==> config.mk <==
export PLATFORM = sky130hd
export DESIGN_NAME = uart_rx_ctrl
export DESIGN_NICKNAME = d
export VERILOG_FILES = /design/src/rtl/uart_pkg.sv /design/src/rtl/uart_byte_fifo.sv /design/src/rtl/uart_rx_ctrl.sv
export SDC_FILE = /design/constraint.sdc
export NUM_CORES = 1
export LEC_CHECK = 0
export CORE_MARGIN = 2
export CORE_UTILIZATION = 45
export CTS_CLUSTER_DIAMETER = 80
export DETAILED_ROUTE_END_ITERATION = 7
export PLACE_DENSITY = 0.73
export SKIP_CTS_REPAIR_TIMING = 1
export SYNTH_ARGS = -nofsm -noshare
export SYNTH_HDL_FRONTEND = slang
export SYNTH_SLANG_ARGS = --single-unit
==> constraint.sdc <==
create_clock -name clk -period 2.3 [get_ports clk]
set_input_delay 0.46 -clock clk [delete_from_list [all_inputs] [get_ports clk]]
set_output_delay 0.46 -clock clk [all_outputs]
set_load 0.02 [all_outputs]
==> src/rtl/uart_pkg.sv <==
// Shared encodings for the UART receive path.
// FSM states, ready-bit position and the idle/empty word.
package uart_pkg;

  typedef enum logic [1:0] {
    IDLE    = 2'd0,
    ARM     = 2'd1,
    WAIT    = 2'd2,
    CAPTURE = 2'd3
  } state_t;

  localparam int          UART_READY_BIT  = 15;
  localparam logic [15:0] UART_EMPTY_WORD = 16'h8000;

endpackage

==> src/rtl/uart_byte_fifo.sv <==
// Generic 8-bit synchronous FIFO with a registered head view.
// Usable on both the RX and TX side of the UART.
module uart_byte_fifo #(
  parameter int DEPTH = 4,
  parameter int AW    = 2
) (
  input  logic          clk,
  input  logic          reset,
  input  logic          push,
  input  logic          pop,
  input  logic [7:0]    wdata,
  output logic [7:0]    rdata,
  output logic [AW:0]   count,
  output logic          full,
  output logic          empty
);

  localparam logic [AW:0] CNT_FULL = (AW+1)'(DEPTH);
  localparam logic [AW:0] CNT_ONE  = (AW+1)'(1);

  logic [7:0]    mem [DEPTH];
  logic [AW-1:0] wptr;
  logic [AW-1:0] rptr;
  logic [AW-1:0] rptr_nx;
  logic [AW:0]   cnt;
  logic [7:0]    head;
  logic [7:0]    head_n;
  logic          do_pop;
  logic          do_push;

  assign empty   = (cnt == '0);
  assign full    = (cnt == CNT_FULL);
  assign do_pop  = pop && !empty;
  // a full FIFO still accepts a byte when a pop frees a slot
  assign do_push = push && (!full || do_pop);
  assign rptr_nx = rptr + AW'(1);

  always_comb begin
    head_n = head;
    if (do_pop) begin
      if (cnt == CNT_ONE)
        head_n = do_push ? wdata : 8'h00;
      else
        head_n = mem[rptr_nx];
    end else if (do_push && empty) begin
      head_n = wdata;
    end
  end

  always_ff @(posedge clk) begin
    if (do_push)
      mem[wptr] <= wdata;
  end

  always_ff @(posedge clk) begin
    if (reset) begin
      wptr <= '0;
      rptr <= '0;
      cnt  <= '0;
      head <= 8'h00;
    end else begin
      if (do_push)
        wptr <= wptr + AW'(1);
      if (do_pop)
        rptr <= rptr_nx;
      if (do_push && !do_pop)
        cnt <= cnt + CNT_ONE;
      else if (do_pop && !do_push)
        cnt <= cnt - CNT_ONE;
      head <= head_n;
    end
  end

  assign rdata = head;
  assign count = cnt;

endmodule

==> src/rtl/uart_rx_ctrl.sv <==
// Arms UartRX, captures completed bytes into a FIFO and
// presents the FIFO head as a 16-bit memory-mapped word.
module uart_rx_ctrl
  import uart_pkg::*;
#(
  parameter int DEPTH = 4,
  parameter int AW    = 2
) (
  input  logic          clk,
  input  logic          reset,
  input  logic          en,
  input  logic [15:0]   rx_out,
  output logic          rx_clear,
  input  logic          rd,
  output logic [15:0]   rd_data,
  output logic [AW:0]   count,
  output logic          overrun,
  input  logic          clr_overrun
);

  state_t     state;
  state_t     state_n;
  logic       push;
  logic       full;
  logic       empty;
  logic       drop;
  logic [7:0] head;
  logic       unused_rx_bits;

  assign unused_rx_bits = ^rx_out[14:8];

  always_ff @(posedge clk) begin
    if (reset)
      state <= IDLE;
    else
      state <= state_n;
  end

  always_comb begin
    state_n = state;
    unique case (state)
      IDLE:    if (en) state_n = ARM;
      ARM:     state_n = WAIT;
      WAIT:    if (!rx_out[UART_READY_BIT]) state_n = CAPTURE;
      CAPTURE: state_n = en ? ARM : IDLE;
      default: state_n = IDLE;
    endcase
  end

  assign rx_clear = (state == ARM);
  assign push     = (state == CAPTURE);
  // pop wins the slot when full, so only a pop-less push is lost
  assign drop     = push && full && !rd;

  always_ff @(posedge clk) begin
    if (reset)
      overrun <= 1'b0;
    else if (drop)
      overrun <= 1'b1;
    else if (clr_overrun)
      overrun <= 1'b0;
  end

  uart_byte_fifo #(
    .DEPTH (DEPTH),
    .AW    (AW)
  ) u_fifo (
    .clk   (clk),
    .reset (reset),
    .push  (push),
    .pop   (rd),
    .wdata (rx_out[7:0]),
    .rdata (head),
    .count (count),
    .full  (full),
    .empty (empty)
  );

  assign rd_data = {empty, 7'b0, head};

endmodule
Yosys cells after proc, flatten, opt, wreduce, memory -nomap -nowiden --
Memory sizes are Yosys's and may differ from the RTL's. Cells that the tools add are included.
Word-level totals: output and inout bits 21, register bits 18, memory bits (writable) 32, memories kept 1
Operators by class: reductions and logical operators 19, eq/ne operators 7, add/sub/neg operators 4, mux-type cells 14
Memories:
- u_fifo.mem | depth 4, width 8, rd ports 1, clocked after memory_dff 0, wr ports 1, RTL line uart_byte_fifo.sv:21 | logic [7:0] mem [DEPTH];
Operators by type and width (count):
- 8-bit 2-to-1 mux | 4
- 2-bit one-hot mux with 4 select lines | 1
- 1-bit logical AND | 7
- 3-bit 2-to-1 mux | 2
- 2-bit nonzero test | 3
- 1-bit zero test | 5
- 1-bit 2-to-1 mux | 5
- 2-bit by 1-bit adder with 2-bit output, second input constant | 2
- 2-bit == test, second input constant | 2
- 2-bit 2-to-1 mux | 2
- 2-bit != test, second input constant | 2
- 3-bit by 1-bit adder with 3-bit output, second input constant | 1
- 3-bit by 1-bit == test with 1-bit output, second input constant | 1
- 3-bit == test, second input constant | 1
- 3-bit zero test | 1
- 3-bit by 1-bit subtractor with 3-bit output, second input constant | 1
- 2-bit by 1-bit == test with 1-bit output, second input constant | 1
- 2-bit zero test | 1
- 2-bit AND reduction | 1
- 1-bit logical OR | 1

Logic depth before layout (Yosys ltp) --
depth in word-level cells 9, gate-level depth with buffers 9, depth with buffers taken out 9

Modules after synthesis --
From an unflattened synthesis, not the netlist that was laid out.
Second synthesis, totals: cells, all modules 179, area, all modules 2349.8 µm²
By module, submodules not included:
- uart_byte_fifo | cells an instance 149, area each 2083.2 µm², instances 1
- uart_rx_ctrl | cells an instance 30, area each 266.5 µm², instances 1

Worst setup path before layout --
OpenSTA, ideal clock, no wires.
path kind reg2reg, start reg u_fifo.cnt[0], in the netlist u_fifo.count[0], end reg u_fifo.cnt[2], in the netlist u_fifo.count[2], stages on the path, launching flop included 8, slack 0.250 ns, library setup time 0.071 ns, data required time 2.229 ns, clock period less this slack 2.050 ns, data arrival time 1.979 ns, path through dfxtp_1 inv_1 ha_1 nand3b_1 and2_1 ha_1 or3_1 a21oi_1
On the way: longest elaborated chain between the ends 8
Ends and longest elaborated chain:
- from (decl) | RTL line uart_byte_fifo.sv:25 | logic [AW:0] cnt;
- from (signal assigned) | RTL line uart_byte_fifo.sv:67 | cnt <= cnt + CNT_ONE;
- from (signal assigned) | RTL line uart_byte_fifo.sv:69 | cnt <= cnt - CNT_ONE;
- 3-bit zero test | RTL line uart_byte_fifo.sv:31 | assign empty = (cnt == '0);
- 1-bit zero test | RTL line uart_byte_fifo.sv:33 | assign do_pop = pop && !empty;
- 1-bit logical AND | RTL line uart_byte_fifo.sv:33
- 1-bit logical OR (*) | RTL line uart_byte_fifo.sv:35 | assign do_push = push && (!full || do_pop);
- 1-bit logical AND (*) | RTL line uart_byte_fifo.sv:35
- net u_fifo.do_push | RTL line uart_byte_fifo.sv:29 | logic do_push;
- 1-bit zero test | RTL line uart_byte_fifo.sv:68 | else if (do_pop && !do_push)
- 1-bit logical AND | RTL line uart_byte_fifo.sv:68
- 2-bit nonzero test (no source line)
The timed path passes the listed nets; every way through them passes the cells marked *. The select of a mux whose other input is x is not followed. A chain may end at the register's enable or synchronous reset.

Worst setup path in the final report --
start reg state[1], end out rx_clear
On the way: longest elaborated chain between the ends 1
Ends and longest elaborated chain:
- from (decl) | RTL line uart_rx_ctrl.sv:21 | state_t state;
- from (signal assigned) | RTL line uart_rx_ctrl.sv:36 | state <= state_n;
- 2-bit by 1-bit == test with 1-bit output | RTL line uart_rx_ctrl.sv:50 | assign rx_clear = (state == ARM);
- to (decl) | RTL line uart_rx_ctrl.sv:13 | output logic rx_clear,
Every way passes these cells.

==> impl_results.md <==
* CTS Buf Count at 5
* CTS H-tree lvls at 2
* Worst Path Arrival at around 1.5 ns
* Setup Total Neg Slack at 0 ns
* Outcome: finished, final reports clean
* Post-Synth XOR/XNOR Area at around 1.8%
* Fin crit share at 85.6%
* Simple-gate share of the synthesized area at a little under a tenth
* Largest net degree at the start of global routing at 19
* Worst-path maximum fanout at 5
* Mapped cell area at around 0.0024 mm²
* Post-synth EDFFs at 32
* Ys async rst share at 0%
* Core ar. at 0.00517 mm²
* Port Buffer Count at 27
* Worst-path cell chain: inv_1, ha_1, clkdlybuf4s50_1
* Critical-path top delay cell: clkdlybuf4s50_1
* Final Slew Violations at 0
* Root buffer cell: clkbuf_8
* Synthesis Warnings at 0
* DIE AREA at between 0.006 and 0.007 mm²
* Final ANT Viol Nets at 0
* GP Congestion at about 0.74
* First-pass GRT wire length at ~7300 µm
* Pre-CTS setup slack at approximately 0.14 ns
* Clock Skews at 0.00435 ns
* Largest family of logic cells by synthesized area: compound AO/OA/AOI/OAI gates
* Fin crit period at between 1.5 and 2 ns
* Per-cell routed wire length at around 15 µm
* Top_reg_cell synth: edfxtp_1
* Final Hold Violating Endpoints at 0
* Max-Cap Viols at 0
* Detailed Place HPWL at between 3000 and 4000 µm
* Lkg Pwr at about 0.0011 µW
* PnR worst setup slack at 0.330 ns
* Maximum clock path buffer count at 2
* Die span in x at ~78 µm
* Worst EP required at roughly 1.8 ns
* Die height at slightly below 80 µm
* Nets at about 250
* Sequential element share of the synthesized area at a little over half
* DRC viols at 0
* Net Sw Power at about 1300 µW
* Clock power share at between 10% and 20%
* Peak supply drop at just under 0.7 mV
* Layout cells sized above 1 at ~21%
* Vias in the first global route at about 1500
* Crit start category: flip-flop
* Worst hold slack at 0.478 ns
* Total gr overflow at 0
* TritonCTS clock tree: yes
* FP Rows at 26
* Post-synthesis average cell area at 13.0 µm²
* Setup violators final at 0
* Share of power burned in registers at 37.0%
* Crit path kind: flip-flop to primary output
* Max_slew headroom at between 60 and 70%
* Cells after synthesis at 187
* Distinct cell type count after synthesis at 39
* Vias after detailed routing at 1472
* Clock slew at reported path FFs at 0.09 ns
* Syn-to-layout area delta at 17.4%
* Clock sinks at 50
* Sw Share at between 30% and 40%
* Logic pwr share at 47.0%
* Max incr delay on CP at ~0.54 ns
* Gr usage total at around 16%
* Multi-input logic area at 971 µm²
* Post-synthesis compound-gate area fraction at between 10% and 20%
* Ratio of total power to cell area at around 1200 mW/mm²
* Register area at approximately 0.0013 mm²
* Detailed Route Iter0 Violations at 107
* Layout fillers at approximately 440
* Via density at roughly 5
* Clk_lat worst skew at approximately 0.30 ns
* Min-delay worst type: flip-flop to flip-flop
* Drt first pass iters at 4
* Ports at 42
* Initial antenna violation count at 0
* CP Capture Type: primary output
* Post-Route WL at 4360 µm
* Multiplexer area fraction after synthesis at between 8 and 9%
* Max Fclk at approximately 510 MHz
* Starting Density at a little under half
* Worst slew pin tran at 0.598 ns
* Seq cells post-synth at 50
* RSZ-0062 raised after global routing: no
* Area share of fa/ha/maj cells after synthesis at under 10%
* Design internal power at about 2000 µW
* # diodes at 0
[power groups by stage]
stage	registers [µW]	logic [µW]	clock network, µW
2_1_floorplan	1310	1080	0
3_3_place_gp	1250	1540	0
3_5_place_dp	1260	1560	0
4_1_cts	1240	1570	548
5_1_grt	1260	1710	579
6_report	1230	1570	532
[cells in the mapped netlist (2+ instances only)]
| cell type | instances | area [µm²] |
|---|---|---|
| xor2_1 | 4 | 35.0 |
| nand2_1 | 9 | 33.8 |
| o311a_1 | 7 | 70.1 |
| ha_1 | 13 | 163 |
| inv_1 | 15 | 56.3 |
| buf_4 | 8 | 60.1 |
| nor2_2 | 8 | 50.1 |
| mux2i_1 | 2 | 20.0 |
| buf_2 | 3 | 15.0 |
| nor2_1 | 8 | 30.0 |
| dfxtp_1 | 18 | 360 |
| o31ai_2 | 8 | 100 |
| and3_1 | 4 | 25.0 |
| nand2b_1 | 2 | 12.5 |
| o21ai_0 | 2 | 10.0 |
| clkbuf_1 | 3 | 11.3 |
| edfxtp_1 | 32 | 961 |
| a21oi_1 | 13 | 65.1 |
| mux4_2 | 8 | 180 |
[kinds of logic (layout without fill, tap and decap cells)]
group | Yosys count | in the layout
adder cells (fa/ha/maj) | 13 | 13
AO/OA/AOI/OAI | 35 | 35
other | 1 | 7
AND/OR/NAND/NOR | 40 | 40
buffers and inverters | 32 | 57
multiplexers | 11 | 11
flip-flops | 50 | 50
XOR/XNOR | 5 | 5
[per-layer routing]
metal,track usage (%),part of all wire [%],wire length (µm),vias up
li1,-,-,-,722
met1,20.1,45,1970,710
met2,26.9,50,2180,35
met3,3.49,3.9,172,5
met4,3.21,0.78,34,0
met5,0,0,0,-
[per-stage QoR]
step	std cells	area, µm²	utilization (%)	power [µW]
global placement	280	2760	53.3	2790
CTS	288	2850	55.2	3350
global route	288	2860	55.2	3540
detailed placement	280	2760	53.3	2810
floorplan	193	2460	-	2390
finish	288	2860	55.2	3330
[worst max-delay path, delay by kind of cell (launching register included)]
kind	cells	cell delay, ns
flip-flops	1	0.41
adder cells (fa/ha/maj)	1	0.18
buffers and inverters	2	0.63
[sequential cells by signal (all words and copies together) (netlist names)]
| register | flops |
|---|---|
| u_fifo.mem | 32 |
| state | 2 |
| u_fifo.count | 3 |
| u_fifo.wptr | 2 |
| u_fifo.rdata | 8 |
| overrun | 1 |
| u_fifo.rptr | 2 |
[layout make-up]
type / count / area share [%]
flip-flops and latches: 50 / 46.2
multi-input cells: 111 / 34.0
repair buffers: 33 / 11.1
well taps: 70 / 3.06
clock buffers: 5 / 2.41
inverters: 16 / 2.28
clock inverters: 3 / 0.919
[layout by cell type (no fill, tap or decap), types with 2 or more instances in the layout]
cell	n
nand2_1	9
o31ai_2	8
mux2i_1	2
inv_6	3
edfxtp_1	32
and3_1	4
inv_1	15
o311a_1	7
clkbuf_8	5
nor2_1	8
ha_1	12
conb_1	7
o21ai_0	2
a21oi_1	13
mux4_2	8
dfxtp_1	18
nor2_2	8
nand2b_1	2
clkdlybuf4s50_1	26
buf_4	6
xor2_1	4
[path summary, 6_finish.rpt]
kind / start / end / slack, ns / depth (start not counted)
hold reg to reg: overrun / overrun / 0.48 / 2
setup reg to reg: u_fifo.count[0] / u_fifo.count[2] / 0.39 / 8
hold / removal: overrun / overrun / 0.48 / 2
setup / recovery: state[1] / rx_clear / 0.33 / 3
Note: power is estimated with default switching activity, not from simulation.
==> RTL change 1: new RTL, same settings <==
Make the reset (`reset`) asynchronous in 3 clocked blocks.
--- a/src/rtl/uart_byte_fifo.sv
+++ b/src/rtl/uart_byte_fifo.sv
@@ -53,5 +53,5 @@
   end
 
-  always_ff @(posedge clk) begin
+  always_ff @(posedge clk or posedge reset) begin
     if (reset) begin
       wptr <= '0;
--- a/src/rtl/uart_rx_ctrl.sv
+++ b/src/rtl/uart_rx_ctrl.sv
@@ -30,5 +30,5 @@
   assign unused_rx_bits = ^rx_out[14:8];
 
-  always_ff @(posedge clk) begin
+  always_ff @(posedge clk or posedge reset) begin
     if (reset)
       state <= IDLE;
@@ -53,5 +53,5 @@
   assign drop     = push && full && !rd;
 
-  always_ff @(posedge clk) begin
+  always_ff @(posedge clk or posedge reset) begin
     if (reset)
       overrun <= 1'b0;
Formal check against the unedited RTL: differs if reset is asserted again (counterexample within 4 cycles, from zero or initial values and one cycle with reset high); with reset held inactive, the same outputs for 10 cycles.
==> RTL change 1 against the original RTL <==
Sequential cell count did not move; wire length fell by 6.2%; clock power fell by 7.3%; total power fell by 0.61%; setup slack got worse by 0.065 ns; synthesized area fell by 8.4%; design area fell by 6.6%; count of clock-buffer cells in the layout rose by 1; critical endpoint unchanged; largest cell class unchanged.
==> RTL change 1: results (changes against the original RTL) <==
* Status: finished clean (unchanged)
* Starting DRT DRC Count at 93 (was 107)
* Syn Inst Count at 142 (was 187)
* Area after DPL at 2580 µm² (was 2760 µm²)
* GRT Util Overall at 16.1% (was 15.6%)
* Top Family by Delay on Critical Path: buffers and inverters (unchanged)
* Clock Skew at 0.0102 ns (was 0.00435 ns)
* Gpl congestion at 0.791 (was 0.744)
* Mux contribution to synthesized area at 9.98% (was 8.84%)
* Avg WL per Cell at 16.6 µm (was 15.1 µm)
* # nets final at 212 (was 251)
* Post-synth top cells: 32 x edfxtp_1, 18 x dfrtp_1, 13 x ha_1 (was 32 x edfxtp_1, 18 x dfxtp_1, 15 x inv_1)
* Crit path DAT at 1.57 ns (was 1.51 ns)
* FFs w/ async S/R, synth at 36.0% (was 0%)
* Final Non-Filler Cells at 246 (was 288)
* Global-route wire length before repair at 6280 µm (was 7250 µm)
* DR vias at 1263 (was 1472)
* Worst IR Drop VDD at 570 µV (was 672 µV)
* Root Buffer: clkbuf_8 (unchanged)
* Xor-xnor portion of the synthesized cell area at 2.36% (was 1.80%)
* EDFF count, synth at 32 (unchanged)
* HPWL after DPL at 3000 µm (was 3150 µm)
* # fillers at 404 (was 441)
* Htree depth at 2 (unchanged)
* Placed cell count at 238 (was 280)
* Min-delay worst type: reg2reg (unchanged)
* Compound-gate portion of the synthesized area at 6.39% (was 11.8%)
* Synth area leaders: edfxtp_1 43%, dfrtp_1 20%, mux4_2 8.1% (was edfxtp_1 39%, dfxtp_1 15%, mux4_2 7.4%)
* Worst slew margin at 33.0% (was 60.1%)
* Post-Synth Adder-Cell Area at 7.29% (was 6.68%)
* Share of cells above drive strength 1 at 13.4% (was 20.6%)
* Largest stage delay, worst path at 0.60 ns (was 0.54 ns)
* Antenna violations before repair at 0 (unchanged)
* Clock network latency to the later pin of the worst-skew pair at 0.30 ns (about the same)
* Synth cell types at 29 (was 39)
* Sequential area share after synthesis at 63.3% (was 54.3%)
* Int Pwr at 2.15 mW (was 2.06 mW)
* LEAKAGE at 1.09 nW (was 1.06 nW)
* Synth warn at 0 (unchanged)
[RTL change 1: changes by cell type after synthesis, moves of 4 or more]
cell,before,now
dfrtp_1,0,18
dfxtp_1,18,0
a21oi_1,13,2
a221o_1,0,8
nor2_2,8,0
o31ai_2,8,0
nor2_1,8,1
o311a_1,7,0
nand2_1,9,4
and3_1,4,8
inv_1,15,11
[RTL change 1: cell type report]
cell class | instances | area, µm² | share of cell area, %
tap | 67 | 83.8 | 3.14
multi-input combinational | 76 | 722 | 27.0
sequential | 50 | 1410 | 52.9
inverter | 11 | 41.3 | 1.55
clock buffer | 6 | 72.6 | 2.72
clock inverter | 2 | 13.8 | 0.515
timing repair buffer | 34 | 325 | 12.2
[RTL change 1: worst paths after layout]
kind                                      start  slack (ns)  cells after the start              end
max in group asynchronous                 reset        1.24                      2  u_fifo.rdata[7]
worst min-delay path            u_fifo.rdata[2]        0.53                      1  u_fifo.rdata[2]
worst max-delay path                   state[1]        0.27                      3         rx_clear
min in group asynchronous                 reset        0.59                      2  u_fifo.rdata[0]
worst max register to register  u_fifo.count[0]        0.33                      5  u_fifo.rdata[3]
worst min register to register  u_fifo.rdata[2]        0.53                      1  u_fifo.rdata[2]
[RTL change 1: worst register-to-register path: stages (launching register included)]
cell,delay (ns)
dfrtp_1,0.45
inv_1,0.11
ha_1,0.22
a21oi_1,0.06
nor3_1,0.76
a221o_1,0.31
[RTL change 1: per-stage QoR]
stage | TNS [ns] | setup WS [ns] | util, %
CTS | -0.109 | -0.109 | 56.1
finish | 0 | 0.266 | 56.2
global route | 0 | 0.194 | 56.2
global placement | 0 | 0.135 | 54.3
detailed placement | 0 | 0.120 | 54.3
floorplan | 0 | 0.465 | -
[RTL change 1: per-layer routing]
metal  share of wire (%)  GRT usage [%]  vias up
met1                  40           18.9      641
met4                 1.5           7.74        0
met2                  55           28.1       31
met3                 3.2           3.25        5
met5                   0              0        -
li1                    -              -      586
[RTL change 1: kinds of logic (layout without fill, tap and decap cells)]
| group | after synthesis | in the layout |
|---|---|---|
| compound gates | 17 | 17 |
| xor+xnor | 6 | 6 |
| fa+ha+maj | 13 | 13 |
| buf+inv | 22 | 53 |
| flops | 50 | 50 |
| mux | 12 | 12 |
| other cells | 1 | 7 |
| simple gates | 21 | 21 |
[RTL change 1: power groups by stage]
| stage | Clock (mW) | Sequential, mW | Combinational [mW] |
|---|---|---|---|
| 2_1_floorplan | 0 | 1.46 | 0.881 |
| 3_3_place_gp | 0 | 1.41 | 1.34 |
| 3_5_place_dp | 0 | 1.43 | 1.42 |
| 4_1_cts | 0.509 | 1.42 | 1.42 |
| 5_1_grt | 0.539 | 1.45 | 1.51 |
| 6_report | 0.493 | 1.41 | 1.40 |
==> RTL change 2: new RTL, same settings <==
Made on the original files. `DEPTH` is set to 4 in 2 places; all go to 8.
--- a/src/rtl/uart_byte_fifo.sv
+++ b/src/rtl/uart_byte_fifo.sv
@@ -2,5 +2,5 @@
 // Usable on both the RX and TX side of the UART.
 module uart_byte_fifo #(
-  parameter int DEPTH = 4,
+  parameter int DEPTH = 8,
   parameter int AW    = 2
 ) (
--- a/src/rtl/uart_rx_ctrl.sv
+++ b/src/rtl/uart_rx_ctrl.sv
@@ -4,5 +4,5 @@
   import uart_pkg::*;
 #(
-  parameter int DEPTH = 4,
+  parameter int DEPTH = 8,
   parameter int AW    = 2
 ) (
Check against the original RTL: not equivalent (Yosys sat finds a counterexample within 10 cycles, from zero or initial values and one cycle with reset high).
==> RTL change 2 against the original RTL <==
Die area decreased by 3.0%; synthesized area decreased by 3.1%; wire length decreased by 4.3%; register-to-register slack got worse by 0.09 ns; core utilization decreased by 0.34 points; setup slack got worse by 0.029 ns; clock power increased by 34%; critical path type is now reg2reg; total power decreased by 22%; sequential cell count unchanged; design area decreased by 2.5%; via count decreased by 4.3%; sequential power decreased by 9.8%.
==> RTL change 2: results (changes against the original RTL) <==
* Status: finished clean (unchanged)
* Synth cell types at 36 (was 39)
* Vias per Instance at 5.01 (was 5.11)
* Largest net degree at the start of global routing at 25 (was 19)
* Hold path startpoint: u_fifo.rdata[2] (was overrun)
* Gpl congestion at 0.717 (was 0.744)
* Top Family by Delay on Critical Path: simple AND/OR/NAND/NOR gates (was buffers and inverters)
* Root Buffer: clkbuf_8 (unchanged)
* Area after DPL at 2650 µm² (was 2760 µm²)
* Syn Area/Cell at 13.1 µm² (was 13.0 µm²)
* Synth area leaders: edfxtp_1 41%, dfxtp_1 15%, mux2i_1 7.6% (was edfxtp_1 39%, dfxtp_1 15%, mux4_2 7.4%)
* Critical Path Source Type: flip-flop (unchanged)
* Max-slew violation count at 0 (unchanged)
* Post-synth top cells: 32 x edfxtp_1, 18 x dfxtp_1, 18 x mux2i_1 (was 32 x edfxtp_1, 18 x dfxtp_1, 15 x inv_1)
* Largest register FFs at 32 (unchanged)
* Pwr dens at 936 nW/µm² (was 1160 nW/µm²)
* Clock Skew at 0.00607 ns (was 0.00435 ns)
* Clock network latency to the later pin of the worst-skew pair at 0.29 ns
* HPWL after DPL at 2870 µm (was 3150 µm)
* Min-delay worst type: reg2reg (unchanged)
* FFs w/ async S/R, synth at 0% (unchanged)
* Biggest register: u_fifo.mem (unchanged)
* R2r startpoint: u_fifo.count[0] (unchanged)
* Clock group at 0.711 mW (was 0.532 mW)
* Pre-CTS setup slack at 0.300 ns (was 0.137 ns)
* Compound-gate portion of the synthesized area at 10.9% (was 11.8%)
* Sequential area share after synthesis at 56.0% (was 54.3%)
* Largest stage delay, worst path at 0.56 ns (was 0.54 ns)
* Max Root-Sink Buffers at 2 (unchanged)
* # nets final at 244 (was 251)
* Antenna cell count at 0 (unchanged)
* Placed cell count at 273 (was 280)
* Crit Path Max Fanout at 8 (was 5)
* Crit path DAT at 2.23 ns (was 1.51 ns)
* Setup violators final at 0 (unchanged)
* EDFF count, synth at 32 (unchanged)
* Psw at 0.756 mW (was 1.27 mW)
* Num CTS Buffers at 5 (unchanged)
* Starting DRT DRC Count at 73 (was 107)
* Xor-xnor portion of the synthesized cell area at 1.86% (was 1.80%)
* Port buffer count at 27 (unchanged)
* LEAKAGE at 1.04 nW (was 1.06 nW)
* Synth warn at 0 (unchanged)
* Global-route wire length before repair at 6820 µm (was 7250 µm)
* CTS clk-pin slew, worst paths at 0.09 ns (about the same)
* Crit path max-delay cell type: or3b_1 (was clkdlybuf4s50_1)
* Combinational share of power at 30.2% (was 47.0%)
* Share of cells above drive strength 1 at 12.8% (was 20.6%)
* Antenna violations before repair at 0 (unchanged)
* Mux contribution to synthesized area at 7.64% (was 8.84%)
* GRT Util Overall at 15.0% (was 15.6%)
* Routed wire length at 4170 µm (was 4360 µm)
* Post-Synth Adder-Cell Area at 6.90% (was 6.68%)
* DR vias at 1408 (was 1472)
* First-pass iteration count of the detailed router at 4 (unchanged)
* Worst IR Drop VDD at 380 µV (was 672 µV)
* Htree depth at 2 (unchanged)
RTL change 2: area by class of cell:
type,instances,area (µm²)
timing repair buffer,36,353
clock buffer,5,68.8
sequential,50,1320
multi-input combinational,109,857
inverter,8,30.0
tap,70,87.6
clock inverter,3,68.8
fill,438,2290
RTL change 2: worst paths after layout:
check	slack, ns	cells past startpoint	endpoint
worst max register to register	0.30	6	u_fifo.rdata[3]
worst min-delay path	0.47	1	u_fifo.rdata[2]
worst max-delay path	0.30	6	u_fifo.rdata[3]
worst min register to register	0.47	1	u_fifo.rdata[2]
RTL change 2: layer usage:
| metal | global-route usage [%] | up-vias | share of wire (%) |
|---|---|---|---|
| met5 | 0 | - | 0 |
| met4 | 3.82 | 0 | 0.65 |
| met3 | 3.32 | 2 | 3.0 |
| met2 | 25.2 | 21 | 49 |
| met1 | 19.8 | 684 | 48 |
| li1 | - | 701 | - |
